--- src/rtl/y_signature_capture.sv ---
// Folds the 82-bit DUT result bus into a MISR once per stimulus vector, after a
// programmable settle window, yielding one comparable signature per run.
//
// state  | meaning
// IDLE   | after reset, waiting for start
// WAIT   | run active, waiting for sample_en
// SETTLE | counting down the settle window
// SAMPLE | folding y_in into the signature this cycle
// DONE   | run complete, signature final until start
module y_signature_capture #(
  parameter int              WIDTH         = 82,
  parameter int              SETTLE_CYCLES = 2,
  parameter int              NUM_SAMPLES   = 256,
  parameter logic [WIDTH-1:0] POLY         = WIDTH'(3),
  parameter logic [WIDTH-1:0] SEED         = '0
) (
  input  logic             clk,
  input  logic             rst,
  input  logic             start,
  input  logic             sample_en,
  input  logic [WIDTH-1:0] y_in,
  output logic [WIDTH-1:0] signature,
  output logic [15:0]      sample_count,
  output logic             busy,
  output logic             done,
  output logic             overrun
);

  typedef enum logic [2:0] {S_IDLE, S_WAIT, S_SETTLE, S_SAMPLE, S_DONE} state_t;

  localparam logic [7:0]  LP_SETTLE = 8'(SETTLE_CYCLES);
  localparam logic [15:0] LP_NUM    = 16'(NUM_SAMPLES);

  state_t             r_state, w_next;
  logic [WIDTH-1:0]   r_sig;
  logic [15:0]        r_count;
  logic               r_overrun;
  logic [7:0]         r_settle;
  logic [WIDTH-1:0]   w_fold;
  logic [15:0]        w_count_inc;
  logic               w_last;

  assign w_fold      = {r_sig[WIDTH-2:0], 1'b0} ^ (r_sig[WIDTH-1] ? POLY : '0) ^ y_in;
  assign w_count_inc = r_count + 16'd1;
  assign w_last      = (w_count_inc == LP_NUM);

  always_ff @(posedge clk) begin
    if (rst) r_state <= S_IDLE;
    else     r_state <= w_next;
  end

  always_comb begin
    w_next = r_state;
    case (r_state)
      S_IDLE, S_DONE: if (start) w_next = S_WAIT;
      S_WAIT:         if (sample_en) w_next = (SETTLE_CYCLES == 0) ? S_SAMPLE : S_SETTLE;
      S_SETTLE:       if (r_settle <= 8'd1) w_next = S_SAMPLE;
      S_SAMPLE:       w_next = w_last ? S_DONE : S_WAIT;
      default:        w_next = S_IDLE;
    endcase
  end

  always_comb begin
    busy = 1'b0;
    done = 1'b0;
    case (r_state)
      S_WAIT, S_SETTLE, S_SAMPLE: busy = 1'b1;
      S_DONE:                     done = 1'b1;
      default: ;
    endcase
  end

  // Overrun only flags pulses lost mid-vector; pulses in IDLE/DONE are simply dropped.
  always_ff @(posedge clk) begin
    if (rst) begin
      r_sig     <= SEED;
      r_count   <= '0;
      r_overrun <= 1'b0;
      r_settle  <= '0;
    end else begin
      case (r_state)
        S_IDLE, S_DONE: begin
          if (start) begin
            r_sig     <= SEED;
            r_count   <= '0;
            r_overrun <= 1'b0;
          end
        end
        S_WAIT: begin
          if (sample_en) r_settle <= LP_SETTLE;
        end
        S_SETTLE: begin
          r_settle <= r_settle - 8'd1;
          if (sample_en) r_overrun <= 1'b1;
        end
        S_SAMPLE: begin
          r_sig   <= w_fold;
          r_count <= w_count_inc;
          if (sample_en) r_overrun <= 1'b1;
        end
        default: ;
      endcase
    end
  end

  assign signature    = r_sig;
  assign sample_count = r_count;
  assign overrun      = r_overrun;

endmodule

--- config.mk ---
export PLATFORM = sky130hd
export DESIGN_NAME = y_signature_capture
export DESIGN_NICKNAME = d
export VERILOG_FILES = /design/src/rtl/y_signature_capture.sv
export SDC_FILE = /design/constraint.sdc
export NUM_CORES = 1
export LEC_CHECK = 0
export ABC_AREA = 1
export ABC_CLOCK_PERIOD_IN_PS = 1900
export CAP_MARGIN = 20
export CELL_PAD_IN_SITES_DETAIL_PLACEMENT = 1
export CELL_PAD_IN_SITES_GLOBAL_PLACEMENT = 2
export CORE_AREA = 3 3 151 153
export CTS_CLUSTER_DIAMETER = 60
export DETAILED_ROUTE_END_ITERATION = 12
export DIE_AREA = 0 0 154 156
export GPL_TIMING_DRIVEN = 1
export PLACE_DENSITY = 0.76
export SLEW_MARGIN = 25
export SYNTH_ARGS = -nofsm -noshare
export SYNTH_HDL_FRONTEND = slang
export SYNTH_SLANG_ARGS = --single-unit
--- constraint.sdc ---
create_clock -name clk -period 1.9 [get_ports clk]
set_input_delay 0.475 -clock clk [delete_from_list [all_inputs] [get_ports clk]]
set_output_delay 0.475 -clock clk [all_outputs]
set_load 0.005 [all_outputs]
==> flow_summary_export.csv <==
group,metric,value,unit
routing,drtAntennaViolNets,0,
sta,tightestPinTransition,0.3965,ns
logic_synthesis,syn_area_per_cell,7.342,sq um
sta,fin_skew,0.008123,ns
layout,num_antenna_cells,0,
floorplanning,die_width,154,microns
sta,fin_crit_sh,97.90,%
logic_synthesis,synth_area_leaders,"dfxtp_1 43%, nand2_1 18%, xor2_1 14%, a21oi_1 10%, nor2_1 2.3%",
sta,hold_violations,0,
sta,relSlewSlack,73.36,%
logic_synthesis,syn_area,0.005125,sq mm
setup_path,start_kind,"flip-flop",
layout,drive_gt1_share,7.207,%
grt,grt_max_degree,55,
clocking,tritoncts,"built",
clocking,clock-sinks,110,
logic_synthesis,yosysWarningCount,0,
hold_path,hp-class,"reg -> reg",
grt,met3_usage,5.298,%
floorplanning,die_h,156,microns
logic_synthesis,syn-num-nets,787,
grt,gr-usage-met2,23.04,%
clocking,clockRootBuffer,"clkbuf_16",
grt,grt-ovfl-total,0,
sta,grt_setup_unrepaired,"true",
layout,seq_area,0.002223,sq mm
place,placed_area,0.007420,sq mm
sta,post-route-min-period,1.860,ns
clocking,cts_setup_buffers,0,
routing,wl_per_cell,14.55,microns
grt,track_usage,13.90,%
place,port-buffer-count,186,
floorplanning,pin_count,187,
grt,grt.busiest_layer,"met2",
place,place_hpwl,12280,microns
floorplanning,rows,54,
sta,fin_hold_ws,0.4831,ns
routing,drc,0,
grt,grt_pass1_vias,5239,
clocking,cts_buffers,9,
floorplanning,initial_utilization,23.63,%
floorplanning,die-area,0.02402,sq mm
place,routabilityCongestion,0.7563,
flow_run,cap_violations,0,
logic_synthesis,ys_types,25,
clocking,clk_pin_slew_worst_paths,0.08,ns
floorplanning,core-area,0.02169,sq mm
clocking,htreeDepth,3,
power,power-per-cell-area,731.2,mW/mm^2
run_status,outcome,"complete, no violations",
routing,via_per_inst,4.397,
routing,vias,5136,
setup_path,crit_type,"reg -> out",
routing,finalWirelength,16990,microns
grt,grt_antenna_before_repair,0,
clocking,cts_hold_buf,0,
logic_synthesis,netlist.top_cell.by_area,"dfxtp_1",
layout,fillerInstances,2625,
setup_path,end_kind,"output port",
logic_synthesis,synth_top_area_share,42.97,%
setup_path,required,1.42,ns
layout,final_util,35.95,%
power,max-vdd-ir-drop,0.4731,mV
routing,drtIter0Drc,154,
layout,instances_no_fill,1168,
clocking,clk_latency,0.36,ns
routing,first_pass_iters,4,
sta,finalSetupViolCount,0,
layout,fin_nets,972,
grt,grt_pass1_wl,27120,microns
setup_path,arrival,1.39,ns
logic_synthesis,ys_ff_latch,110,
logic_synthesis,synthCells,698,
layout,multiInputGateArea,0.002704,sq mm
setup_path,crit_path_max_fanout,3,
power,power_leakage,2.954,nW
sta,final-max-slew-violation-count,0,
layout,fin_area,0.007796,sq mm
grt,use_met1,16.82,%
layout,areaGrowthSynthToFinish,52.12,%
logic_synthesis,ys_seq_area_share,42.97,%
clocking,ctsLongestPathBuffers,2,
place,dp.cells,1152,
sta,tns,0,ns
sta,max_freq,537.6,MHz
==> placed cells by master (no fill, tap or decap), types with 3 or more instances in the layout <==
cell type	Yosys	layout
dfxtp_1	110	101
xor2_1	81	81
a21oi_1	106	106
buf_4	0	16
nor2_2	2	3
inv_1	30	28
nand2_1	242	242
nor3_1	6	6
dfxtp_4	0	4
inv_2	4	6
nand3_1	18	16
dfxtp_2	0	5
o21ai_0	8	7
clkdlybuf4s50_1	0	182
nor2_1	32	30
nand4_1	7	7
clkbuf_16	0	9
buf_12	0	5
xnor2_1	4	4
==> area by class of cell <==
type / instances / share of cell area, %
clock buffers: 11 / 3.242
clock inverters: 5 / 0.8506
inverters: 34 / 1.637
multi-input cells: 522 / 34.68
flip-flops and latches: 110 / 28.52
well taps: 280 / 4.494
repair buffers: 206 / 26.58
==> per-layer routing <==
metal / part of all wire, % / up-vias
met1: 44 / 2408
met5: 0 / -
li1: - / 2595
met4: 1.5 / 0
met3: 7.3 / 15
met2: 47 / 118
==> Yosys cell counts <==
master / instances
nand2_1: 242
dfxtp_1: 110
a21oi_1: 106
xor2_1: 81
nor2_1: 32
inv_1: 30
clkbuf_1: 26
nand3_1: 18
o21ai_0: 8
nand4_1: 7
buf_2: 6
nor3_1: 6
inv_2: 4
xnor2_1: 4
ha_1: 3
a211oi_1: 2
a22oi_1: 2
nor2_2: 2
nor3_4: 2
or2_2: 2
a311oi_1: 1
a31oi_1: 1
nand3b_1: 1
nor4_1: 1
o22ai_1: 1
==> power by group <==
part	leakage, nW	internal, W	switching, W
Clock	0.154	0.00111	0.000940
Combinational	1.91	0.000539	0.000621
Sequential	0.893	0.00240	0.0000939
==> cell families (layout without fill, tap and decap cells) <==
kind of cell    after synthesis  in the layout  share of synthesized area, %
buf+inv                      66            256                         4.980
simple gates                313            313                         24.66
xor+xnor                     85             85                         14.53
flops                       110            110                         42.97
fa+ha+maj                     3              3                        0.7325
compound gates              121            121                         12.13
==> final timing paths <==
path                                      from                            to  slack, ns  depth (start not counted)
setup reg to reg  sample_count[0]$_SDFFE_PP0P_       r_state[0]$_SDFFE_PP0P_       0.18                         12
hold reg to reg   sample_count[0]$_SDFFE_PP0P_  sample_count[0]$_SDFFE_PP0P_       0.48                          1
hold / removal    sample_count[0]$_SDFFE_PP0P_  sample_count[0]$_SDFFE_PP0P_       0.48                          1
setup / recovery  sample_count[3]$_SDFFE_PP0P_               sample_count[3]       0.04                          2
==> critical path: stages, from the launching register on <==
cell,delay [ns]
dfxtp_2,0.38
buf_4,0.15
clkdlybuf4s50_1,0.50
==> timing repair <==
| item | CTS | global route |
|---|---|---|
| resized for setup | 8 | 19 |
| setup endpoints to repair | 6 | 8 |
| pin swaps | 1 | 1 |
| gates cloned | 0 | 0 |
==> through the flow <==
step	power [W]	worst slack, ns
floorplan	0.003117	0.2503
finish	0.005701	0.03995
detailed placement	0.003736	0.03455
global route	0.006029	-0.01970
global placement	0.003735	0.06040
CTS	0.005847	0.01023
==> registers in the layout, indices dropped and copies added (netlist names) <==
signal        cells
signature        82
r_settle          8
r_state           3
sample_count     16
overrun           1
Note: power is estimated with default switching activity, not from simulation.
